<file path="src/rtl/dpr_bist_pkg.sv">
// Shared types and helpers for the dual-port RAM march BIST.
package dpr_bist_pkg;

  typedef enum logic [2:0] {
    ST_IDLE = 3'd0,
    ST_W0   = 3'd1,
    ST_R0   = 3'd2,
    ST_D0   = 3'd3,
    ST_W1   = 3'd4,
    ST_R1   = 3'd5,
    ST_D1   = 3'd6,
    ST_DONE = 3'd7
  } state_e;

  localparam logic PH_R0 = 1'b0;
  localparam logic PH_R1 = 1'b1;

  // Pattern is computed at a fixed working width; callers truncate to DATA_SIZE.
  localparam int PAT_W = 32;

  function automatic logic [PAT_W-1:0] pattern(input logic [PAT_W-1:0] addr,
                                               input logic [PAT_W-1:0] seed);
    return addr ^ seed;
  endfunction

endpackage

</file>
<file path="src/rtl/dpr_bist_checker.sv">
// One-cycle read-compare pipeline with saturating error count and first-fail capture.
module dpr_bist_checker
  import dpr_bist_pkg::*;
#(
  parameter int ADDR_SIZE = 8,
  parameter int DATA_SIZE = 8
) (
  input  logic                   clk,
  input  logic                   rst,
  input  logic                   clear,
  input  logic                   rd_issue,
  input  logic [DATA_SIZE-1:0]   exp_data,
  input  logic [ADDR_SIZE-1:0]   addr,
  input  logic                   phase,
  input  logic [DATA_SIZE-1:0]   rd_data,
  output logic [ADDR_SIZE+1:0]   err_count,
  output logic                   fail_valid,
  output logic [ADDR_SIZE-1:0]   fail_addr,
  output logic [DATA_SIZE-1:0]   fail_data,
  output logic                   fail_phase
);

  localparam logic [ADDR_SIZE+1:0] ERR_ONE = (ADDR_SIZE+2)'(1);

  logic                 exp_valid_q;
  logic [DATA_SIZE-1:0] exp_data_q;
  logic [ADDR_SIZE-1:0] exp_addr_q;
  logic                 exp_phase_q;
  logic [ADDR_SIZE+1:0] err_q, err_d;
  logic                 fv_q, fv_d;
  logic [ADDR_SIZE-1:0] fa_q, fa_d;
  logic [DATA_SIZE-1:0] fd_q, fd_d;
  logic                 fp_q, fp_d;
  logic                 mismatch_s;

  // Compare the returning word and work out the next result state.
  always_comb begin
    mismatch_s = 1'b0;
    err_d      = err_q;
    fv_d       = fv_q;
    fa_d       = fa_q;
    fd_d       = fd_q;
    fp_d       = fp_q;
    if (exp_valid_q && (rd_data != exp_data_q)) begin
      mismatch_s = 1'b1;
    end else begin
      mismatch_s = 1'b0;
    end
    if (mismatch_s && (err_q != '1)) begin
      err_d = err_q + ERR_ONE;
    end else begin
      err_d = err_q;
    end
    if (mismatch_s && !fv_q) begin
      fv_d = 1'b1;
      fa_d = exp_addr_q;
      fd_d = rd_data;
      fp_d = exp_phase_q;
    end else begin
      fv_d = fv_q;
    end
  end

  // Expectation pipeline and result registers; clear also flushes the pipeline.
  always_ff @(posedge clk) begin
    if (rst || clear) begin
      exp_valid_q <= 1'b0;
      exp_data_q  <= '0;
      exp_addr_q  <= '0;
      exp_phase_q <= PH_R0;
      err_q       <= '0;
      fv_q        <= 1'b0;
      fa_q        <= '0;
      fd_q        <= '0;
      fp_q        <= 1'b0;
    end else begin
      exp_valid_q <= rd_issue;
      if (rd_issue) begin
        exp_data_q  <= exp_data;
        exp_addr_q  <= addr;
        exp_phase_q <= phase;
      end
      err_q <= err_d;
      fv_q  <= fv_d;
      fa_q  <= fa_d;
      fd_q  <= fd_d;
      fp_q  <= fp_d;
    end
  end

  assign err_count  = err_q;
  assign fail_valid = fv_q;
  assign fail_addr  = fa_q;
  assign fail_data  = fd_q;
  assign fail_phase = fp_q;

endmodule

</file>
<file path="src/rtl/dpr_bist.sv">
// March BIST initiator for a true dual-port RAM: W0(A) R0(B) W1(B, complement) R1(A).
module dpr_bist
  import dpr_bist_pkg::*;
#(
  parameter int                   ADDR_SIZE = 8,
  parameter int                   DATA_SIZE = 8,
  parameter int                   RAM_SIZE  = 1 << ADDR_SIZE,
  parameter logic [DATA_SIZE-1:0] SEED      = '0
) (
  input  logic                 clk,
  input  logic                 rst,
  input  logic                 start,
  output logic                 busy,
  output logic                 done,
  output logic                 pass,
  output logic [ADDR_SIZE+1:0] err_count,
  output logic                 fail_valid,
  output logic [ADDR_SIZE-1:0] fail_addr,
  output logic [DATA_SIZE-1:0] fail_data,
  output logic                 fail_phase,
  output logic                 en_a,
  output logic                 we_a,
  output logic [ADDR_SIZE-1:0] addr_a,
  output logic [DATA_SIZE-1:0] din_a,
  input  logic [DATA_SIZE-1:0] dout_a,
  output logic                 en_b,
  output logic                 we_b,
  output logic [ADDR_SIZE-1:0] addr_b,
  output logic [DATA_SIZE-1:0] din_b,
  input  logic [DATA_SIZE-1:0] dout_b
);

  localparam logic [ADDR_SIZE-1:0] ADDR_ONE  = ADDR_SIZE'(1);
  localparam logic [ADDR_SIZE-1:0] ADDR_LAST = ADDR_SIZE'(RAM_SIZE - 1);

  state_e               state_q, state_d;
  logic [ADDR_SIZE-1:0] addr_q, addr_d;
  logic                 accept_s;
  logic [DATA_SIZE-1:0] pat_s;

  logic                 en_a_q, en_a_d, we_a_q, we_a_d;
  logic                 en_b_q, en_b_d, we_b_q, we_b_d;
  logic [ADDR_SIZE-1:0] addr_a_q, addr_a_d, addr_b_q, addr_b_d;
  logic [DATA_SIZE-1:0] din_a_q, din_a_d, din_b_q, din_b_d;
  logic                 rd_issue_q, rd_issue_d;
  logic [DATA_SIZE-1:0] rd_exp_q, rd_exp_d;
  logic [ADDR_SIZE-1:0] rd_addr_q, rd_addr_d;
  logic                 rd_phase_q, rd_phase_d;
  logic                 sel_a_q;
  logic                 busy_q, done_q;

  assign pat_s = DATA_SIZE'(pattern(PAT_W'(addr_q), PAT_W'(SEED)));

  // Phase sequencing and address counter; phases exit on terminal count.
  always_comb begin
    state_d  = state_q;
    addr_d   = addr_q;
    accept_s = 1'b0;
    case (state_q)
      ST_IDLE, ST_DONE: begin
        if (start) begin
          state_d  = ST_W0;
          addr_d   = '0;
          accept_s = 1'b1;
        end else begin
          state_d  = state_q;
        end
      end
      ST_W0, ST_R0: begin
        if (addr_q == ADDR_LAST) begin
          state_d = (state_q == ST_W0) ? ST_R0 : ST_D0;
          addr_d  = '0;
        end else begin
          addr_d  = addr_q + ADDR_ONE;
        end
      end
      ST_D0: begin
        state_d = ST_W1;
        addr_d  = ADDR_LAST;
      end
      ST_W1, ST_R1: begin
        if (addr_q == '0) begin
          state_d = (state_q == ST_W1) ? ST_R1 : ST_D1;
          addr_d  = (state_q == ST_W1) ? ADDR_LAST : '0;
        end else begin
          addr_d  = addr_q - ADDR_ONE;
        end
      end
      ST_D1: begin
        state_d = ST_DONE;
      end
      default: begin
        state_d = ST_IDLE;
        addr_d  = '0;
      end
    endcase
  end

  // RAM port drive and read expectation for the next registered cycle.
  always_comb begin
    en_a_d     = 1'b0;
    we_a_d     = 1'b0;
    addr_a_d   = '0;
    din_a_d    = '0;
    en_b_d     = 1'b0;
    we_b_d     = 1'b0;
    addr_b_d   = '0;
    din_b_d    = '0;
    rd_issue_d = 1'b0;
    rd_exp_d   = '0;
    rd_addr_d  = '0;
    rd_phase_d = PH_R0;
    case (state_q)
      ST_W0: begin
        en_a_d   = 1'b1;
        we_a_d   = 1'b1;
        addr_a_d = addr_q;
        din_a_d  = pat_s;
      end
      ST_R0: begin
        en_b_d     = 1'b1;
        addr_b_d   = addr_q;
        rd_issue_d = 1'b1;
        rd_exp_d   = pat_s;
        rd_addr_d  = addr_q;
        rd_phase_d = PH_R0;
      end
      ST_W1: begin
        en_b_d   = 1'b1;
        we_b_d   = 1'b1;
        addr_b_d = addr_q;
        din_b_d  = ~pat_s;
      end
      ST_R1: begin
        en_a_d     = 1'b1;
        addr_a_d   = addr_q;
        rd_issue_d = 1'b1;
        rd_exp_d   = ~pat_s;
        rd_addr_d  = addr_q;
        rd_phase_d = PH_R1;
      end
      default: begin
        en_a_d = 1'b0;
      end
    endcase
  end

  // State, counter and registered outputs.
  always_ff @(posedge clk) begin
    if (rst) begin
      state_q    <= ST_IDLE;
      addr_q     <= '0;
      en_a_q     <= 1'b0;
      we_a_q     <= 1'b0;
      addr_a_q   <= '0;
      din_a_q    <= '0;
      en_b_q     <= 1'b0;
      we_b_q     <= 1'b0;
      addr_b_q   <= '0;
      din_b_q    <= '0;
      rd_issue_q <= 1'b0;
      rd_exp_q   <= '0;
      rd_addr_q  <= '0;
      rd_phase_q <= PH_R0;
      sel_a_q    <= 1'b0;
      busy_q     <= 1'b0;
      done_q     <= 1'b0;
    end else begin
      state_q    <= state_d;
      addr_q     <= addr_d;
      en_a_q     <= en_a_d;
      we_a_q     <= we_a_d;
      addr_a_q   <= addr_a_d;
      din_a_q    <= din_a_d;
      en_b_q     <= en_b_d;
      we_b_q     <= we_b_d;
      addr_b_q   <= addr_b_d;
      din_b_q    <= din_b_d;
      rd_issue_q <= rd_issue_d;
      rd_exp_q   <= rd_exp_d;
      rd_addr_q  <= rd_addr_d;
      rd_phase_q <= rd_phase_d;
      // Tracks which port's data returns in the checker's compare cycle.
      sel_a_q    <= (rd_phase_q == PH_R1);
      busy_q     <= (state_q != ST_IDLE) && (state_q != ST_DONE);
      done_q     <= (state_q == ST_DONE) && !accept_s;
    end
  end

  dpr_bist_checker #(
    .ADDR_SIZE (ADDR_SIZE),
    .DATA_SIZE (DATA_SIZE)
  ) u_checker (
    .clk        (clk),
    .rst        (rst),
    .clear      (accept_s),
    .rd_issue   (rd_issue_q),
    .exp_data   (rd_exp_q),
    .addr       (rd_addr_q),
    .phase      (rd_phase_q),
    .rd_data    (sel_a_q ? dout_a : dout_b),
    .err_count  (err_count),
    .fail_valid (fail_valid),
    .fail_addr  (fail_addr),
    .fail_data  (fail_data),
    .fail_phase (fail_phase)
  );

  assign busy   = busy_q;
  assign done   = done_q;
  assign pass   = done_q && (err_count == '0);
  assign en_a   = en_a_q;
  assign we_a   = we_a_q;
  assign addr_a = addr_a_q;
  assign din_a  = din_a_q;
  assign en_b   = en_b_q;
  assign we_b   = we_b_q;
  assign addr_b = addr_b_q;
  assign din_b  = din_b_q;

endmodule

</file>
<file path="config.mk">
export PLATFORM = sky130hd
export DESIGN_NAME = dpr_bist
export DESIGN_NICKNAME = d
export VERILOG_FILES = /design/src/rtl/dpr_bist_pkg.sv /design/src/rtl/dpr_bist_checker.sv /design/src/rtl/dpr_bist.sv
export SDC_FILE = /design/constraint.sdc
export NUM_CORES = 1
export LEC_CHECK = 0
export BUFFER_PORTS_ARGS = -buffer_cell sky130_fd_sc_hd__clkbuf_2
export CAP_MARGIN = 10
export CORE_MARGIN = 1.5
export CORE_UTILIZATION = 50
export DETAILED_ROUTE_END_ITERATION = 16
export PLACE_DENSITY = 0.75
export SETUP_SLACK_MARGIN = 0.15
export SLEW_MARGIN = 5
export SYNTH_ARGS = -nofsm -noshare
export SYNTH_HDL_FRONTEND = slang
export SYNTH_SLANG_ARGS = --single-unit
</file>
<file path="constraint.sdc">
create_clock -name clk -period 2.9 [get_ports clk]
set_input_delay 0.29 -clock clk [delete_from_list [all_inputs] [get_ports clk]]
set_output_delay 0.29 -clock clk [all_outputs]
set_load 0.005 [all_outputs]
</file>
==> results.cfg, run 1 <==
[status]
outcome = finished clean

[grt]
use_met1_pct = 28.4
grt_max_degree = 33
grt_pass1_vias = 3502
use_met3_pct = 6.51
grt_pass1_wl_um = 17200
top_usage_layer = met2
use_met2_pct = 37.0
grt_usage_pct = 22.6
grt-ovfl-total = 0
antenna_found_initial = 0

[final_layout]
layout-drive-gt1-share_pct = 23.6
diodes = 0
stdcell_count = 688
final_nets = 595
areaGrowthSynthToFinish_pct = 26.1
fin_util_pct = 65.0

[placed_design]
dp.cells = 656
post-dp-hpwl_um = 7120
place.gp.congestion = 0.929
io_buffers = 85

[synthesis]
syn_area_um2 = 4490
syn-num-nets = 509
synth_edf_count = 0
ys_ff_latch = 114
ys_async_sr_fraction_pct = 0
avgSynthCellArea_um2 = 9.32
postSynthCellCount = 482
synth-seq-area-share_pct = 50.8
yosys_most_used_dff = dfxtp_1
ys_types = 50
ys_warn_count = 0

[setup_path]
arrival_ns = 2.81
r2r-start = sel_a_q
crit_chain = mux2i_1, xnor2_1, nor4_2, a21oi_2, buf_8, a211oi_1
cpLargestDelayFamily = flip-flops
critPathMaxStageDelay_ns = 0.58
cp.required_ns = 3.33
ff2ff_path_depth = 6
rr_endpoint = u_checker.fail_data[0]
startpoint_type = flop
r2r_setup_slack_ns = 0.52
slowest_stage = dfxtp_1
path_buf_inv = 1
crit_fanout = 19
crit_type = flop to flop
end_kind = flop

[power]
netSwitchingFraction_pct = 27.0
comb_power_share_pct = 17.5
p_seq_share_pct = 35.9
p_leak_nw = 2.32
irDropWorstVdd_mv = 0.490
net-switching-power_mw = 1.28
p_per_area_nw_per_um2 = 834
intPower_mw = 3.45
pwr-share-clk_pct = 46.6

[timing]
rsz0062_at_grt = false
fin_skew_ns = 0.00931
slew_headroom_pct = 33.5
period_minus_slack_ns = 2.38
setup_violations = 0
post-route-period-util_pct = 82.0
worstMarginPinSlew_ns = 0.997
hold_viol = 0
clock.fmax_mhz = 421
slew_violations = 0
fin_tns_setup_ns = 0

[detailed_routing]
drt_pre_antenna_iters = 4
dr_total_vias = 3744
drc = 0
wl_per_cell_um = 15.3
wirelength_um = 10500
viasPerCell = 5.44
drtAntennaViolNets = 0
drt_iter0_drc = 169

[worst_hold_path]
hold_end = u_checker.fail_data[1]
hp-class = primary input to flop
whs_path_depth = 3
hp-start = dout_b[1]

[clocking]
cts_tree = done
htreeDepth = 4
post_cts_buffers = 0
clk_path_buf_depth = 2
cts_hold_buf = 0
ctsResizeCount = 0
numCtsBuffers = 17
cts_root_buffer = clkbuf_8
worstSkewPairLatency_ns = 0.52
clk_pin_slew_ns = 0.05
clock-sinks = 114

[run]
maxCapViolations = 0

[die]
die-area_um2 = 9560
row_count = 34
initial_core_util_pct = 51.5
chipHeight_um = 97.8
die-width_um = 97.8
num_io_pins = 86
core_area_um2 = 8720
-- layer usage --
metal | wire length (µm) | part of all wire, % | vias to the layer above
li1 | - | - | 1872
met1 | 4790 | 46 | 1741
met2 | 4970 | 47 | 111
met3 | 571 | 5.4 | 20
met4 | 171 | 1.6 | 0
met5 | 0 | 0 | -
-- worst register-to-register path: cells and delay by family (launching register included) --
| family | cells | cell delay, ns |
|---|---|---|
| compound gates | 2 | 0.50 |
| xor+xnor | 1 | 0.11 |
| buf+inv | 1 | 0.23 |
| flops | 1 | 0.58 |
| mux | 1 | 0.31 |
| simple gates | 1 | 0.55 |
-- logic make-up after synthesis --
logic type	count (synthesis)	share of synthesized area, %
and+or+nand+nor	166	18.6
DFF	114	50.8
AOI/OAI and AO/OA	96	13.2
buffers and inverters	49	4.54
muxes	37	8.24
xor gates and xnor gates	12	2.34
adders and majority gates	8	2.23
-- per-stage QoR --
stage / instance area (µm²) / power (mW) / hold slack (ns) / worst slack [ns]
after floorplan: 4490 / 2.27 / 0.438 / 0.735
after global placement: 5020 / 2.52 / 0.446 / 0.335
after detailed placement: 5020 / 2.53 / 0.455 / 0.252
after CTS: 5650 / 4.73 / 0.158 / 0.243
after global routing: 5670 / 4.91 / 0.182 / 0.293
final: 5670 / 4.73 / 0.173 / 0.523
-- registers in the layout (all words and copies together) (netlist names), 3 cells and up --
name	cells
rd_exp_q	8
state_q	3
addr_b	8
u_checker.exp_data_q	8
u_checker.err_count	10
din_b	8
u_checker.fail_addr	8
addr_a	8
din_a	8
u_checker.fail_data	8
addr_q	8
rd_addr_q	8
u_checker.exp_addr_q	8
-- power groups by stage --
stage	registers (mW)	clock network, mW	logic (mW)
floorplan	1.68	0	0.587
global placement	1.73	0	0.792
detailed placement	1.73	0	0.802
CTS	1.70	2.23	0.810
global route	1.71	2.30	0.904
finish	1.70	2.20	0.828
-- cell usage after synthesis (8+ instances only) --
cell type	n	area, µm²
nand2_1	31	116
a21oi_1	33	165
clkbuf_1	23	86.3
nor4_1	8	50.1
a211oi_1	11	82.6
o21ai_0	21	105
xnor2_1	12	105
nor3_1	13	65.1
and3_1	9	56.3
dfxtp_1	114	2280
and2_1	15	93.8
mux2i_1	37	370
nand3_1	9	45.0
nor2_1	55	206
ha_1	8	100
inv_1	18	67.6
-- layout make-up --
cell class | count | area (µm²)
repair buffers | 98 | 543
clock inverters | 10 | 181
inverters | 18 | 67.6
multi-input cells | 319 | 2010
flip-flops and latches | 114 | 2280
well taps | 108 | 135
fillers | 672 | 3060
clock buffers | 21 | 449
-- worst max path at each step --
stage	startpoint	endpoint	slack (ns)	cells after the start
floorplan	state_q[0]	state_q[2]	0.74	8
global placement	sel_a_q	u_checker.fail_addr[1]	0.34	6
detailed placement	sel_a_q	u_checker.fail_addr[1]	0.25	6
CTS	sel_a_q	u_checker.fail_addr[1]	0.24	6
global route	sel_a_q	u_checker.fail_data[0]	0.29	6
finish	sel_a_q	u_checker.fail_data[0]	0.52	6
-- cell usage in the layout (no fill, tap or decap), drive strengths merged, types with 3 or more instances in the layout --
| cell type | count |
|---|---|
| a211oi | 11 |
| a21oi | 34 |
| a31oi | 6 |
| and2 | 15 |
| and3 | 9 |
| buf | 13 |
| bufinv | 5 |
| clkbuf | 106 |
| clkinv | 4 |
| dfxtp | 114 |
| ha | 8 |
| inv | 18 |
| mux2i | 37 |
| nand2 | 31 |
| nand2b | 3 |
| nand3 | 9 |
| nor2 | 55 |
| nor2b | 3 |
| nor3 | 13 |
| nor4 | 11 |
| o211ai | 3 |
| o21ai | 21 |
| o31ai | 4 |
| or2 | 3 |
| or4 | 6 |
| xnor2 | 12 |
(Power assumes the default switching activity.)
==> run 2: changes to the inputs <==
--- a/config.mk
+++ b/config.mk
@@ -5,6 +5,7 @@
 export SDC_FILE = /design/constraint.sdc
 export NUM_CORES = 1
 export LEC_CHECK = 0
+export ABC_AREA = 1
 export BUFFER_PORTS_ARGS = -buffer_cell sky130_fd_sc_hd__clkbuf_2
 export CAP_MARGIN = 10
 export CORE_MARGIN = 1.5
==> constraint.sdc (replaced) <==
create_clock -name clk -period 2.39 [get_ports clk]
set_input_delay 0.239 -clock clk [delete_from_list [all_inputs] [get_ports clk]]
set_output_delay 0.239 -clock clk [all_outputs]
set_load 0.005 [all_outputs]
==> results.cfg, run 2 <==
[grt]
grt_pass1_wl_um = 18700
grt_usage_pct = 23.5
antenna_found_initial = 0
grt_pass1_vias = 4069
grt_max_degree = 40
grt-ovfl-total = 0

[die]
num_io_pins = 86
chipHeight_um = 101
die-area_um2 = 10200
core_area_um2 = 9280
initial_core_util_pct = 51.6
row_count = 35
die-width_um = 101

[timing]
post-route-period-util_pct = 83.6
hold_ws_ns = 0.147
slew_headroom_pct = 49.7
worstMarginPinSlew_ns = 0.752
rsz0062_at_grt = false
slew_violations = 0
setup_violations = 0
hold_viol = 0
fin_tns_setup_ns = 0
fin_skew_ns = 0.0112
clock.fmax_mhz = 500
period_minus_slack_ns = 2.00
fin_ws_ns = 0.392

[detailed_routing]
viasPerCell = 5.05
drtAntennaViolNets = 0
wirelength_um = 11300
wl_per_cell_um = 13.0
drt_pre_antenna_iters = 4
dr_total_vias = 4390
drt_iter0_drc = 176
drc = 0

[setup_path]
end_kind = flop
crit_type = flop to flop
cp.required_ns = 2.77
critPathMaxStageDelay_ns = 0.37
path_buf_inv = 3
startpoint_type = flop
arrival_ns = 2.38
crit_fanout = 10
cp_common_cell = inv_1
crit_chain = inv_1, ha_1, nand2_2, inv_1, nor2_1, nand3_1, o21ai_2, inv_2, nand2_1, a21oi_1
slowest_stage = dfxtp_1
cpLargestDelayFamily = simple AND/OR/NAND/NOR gates

[clocking]
htreeDepth = 4
clock-sinks = 114
clk_pin_slew_ns = 0.06
cts_tree = done
worstSkewPairLatency_ns = 0.51
cts_hold_buf = 1
ctsResizeCount = 0
numCtsBuffers = 17
clk_path_buf_depth = 2
post_cts_buffers = 0
cts_root_buffer = clkbuf_8

[power]
p_leak_nw = 2.67
pwr-share-clk_pct = 36.4
p_per_area_nw_per_um2 = 1090
power.total_mw = 6.41
intPower_mw = 4.09
p_seq_share_pct = 36.3
comb_power_share_pct = 27.4
net-switching-power_mw = 2.32
netSwitchingFraction_pct = 36.1
irDropWorstVdd_mv = 0.603

[synthesis]
synthTopCellsByArea = dfxtp_1 (48%), nand2_1 (12%), nor2_1 (6.8%), a21oi_1 (5.0%), inv_1 (4.9%)
ys_async_sr_fraction_pct = 0
yosys_most_used_dff = dfxtp_1
ys_warn_count = 0
synth_most_common_cell = nand2_1
syn-num-nets = 665
synth.largest_area_cell = dfxtp_1
synth_edf_count = 0
ys_types = 35
avgSynthCellArea_um2 = 7.51
ys_ff_latch = 114
postSynthCellCount = 638
syn_area_um2 = 4790
synth_top_area_share_pct = 47.6
synth_common_cells = nand2_1 (148), dfxtp_1 (114), nor2_1 (87)
synth-seq-area-share_pct = 47.6

[final_layout]
diodes = 0
fin_area_um2 = 5870
areaGrowthSynthToFinish_pct = 22.6
final_nets = 755
largest_register_ffs = 10
final_cell_mix = nand2_1 (148), dfxtp_1 (114), nor2_1 (87)
layout-drive-gt1-share_pct = 22.7
final_common_cell = nand2_1
fin_util_pct = 63.3
stdcell_count = 870
n_fill_cell = 836

[placed_design]
place.gp.congestion = 0.862
placed_cell_area_um2 = 5310
post-dp-hpwl_um = 7830
dp_slack_ns = 0.422
dp.cells = 837
io_buffers = 85

[run]
maxCapViolations = 0

[status]
outcome = finished clean

[worst_hold_path]
hp-class = primary input to flop
==> run 2: cell count changes after synthesis, moves of 12 or more <==
cell	change
clkbuf_1	-15
nand4_1	+28
a21oi_1	+15
inv_1	+44
mux2i_1	-37
nor2_1	+32
and2_1	-15
nand3_1	+26
nand2_2	+17
nand2_1	+117
xnor2_1	-12
==> run 2: power groups by stage <==
stage          clock (mW)  combinational, mW  sequential [mW]
3_3_place_gp            0               1.70             2.35
3_5_place_dp            0               1.73             2.35
2_1_floorplan           0               1.29             2.26
6_report             2.33               1.75             2.32
5_1_grt              2.48               1.97             2.35
4_1_cts              2.37               1.74             2.32
==> run 2: path summary, 6_finish.rpt <==
path | start | end | slack [ns] | cells past startpoint
max | state_q[1] | addr_q[3] | 0.39 | 10
min | rst | addr_q[6] | 0.15 | 2
max reg2reg | state_q[1] | addr_q[3] | 0.39 | 10
min reg2reg | rd_phase_q | sel_a_q | 0.43 | 2
==> run 2: cells by family after synthesis <==
family / count (synthesis) / share of synthesized area [%]
simple gates: 330 / 30.6
flops: 114 / 47.6
fa+ha+maj: 8 / 2.09
xor+xnor: 10 / 1.83
buf+inv: 97 / 8.57
compound gates: 79 / 9.25
==> run 2: per-layer routing <==
layer	vias up	wire length [µm]	GRT usage, %
met3	19	720	8.32
met4	0	172	8.67
met2	145	5350	38.5
met5	-	0	0
li1	2217	-	-
met1	2009	5100	28.5
==> run 2: cell type report <==
cell class                      count  area [µm²]  area share (%)
Clock buffer                       20         445            7.58
Timing Repair Buffer               94         495            8.44
Multi-Input combinational cell    427        2100            35.8
Inverter                           74         279            4.75
Sequential cell                   114        2280            38.9
Tap cell                          129         161            2.75
Clock inverter                     12         108            1.83
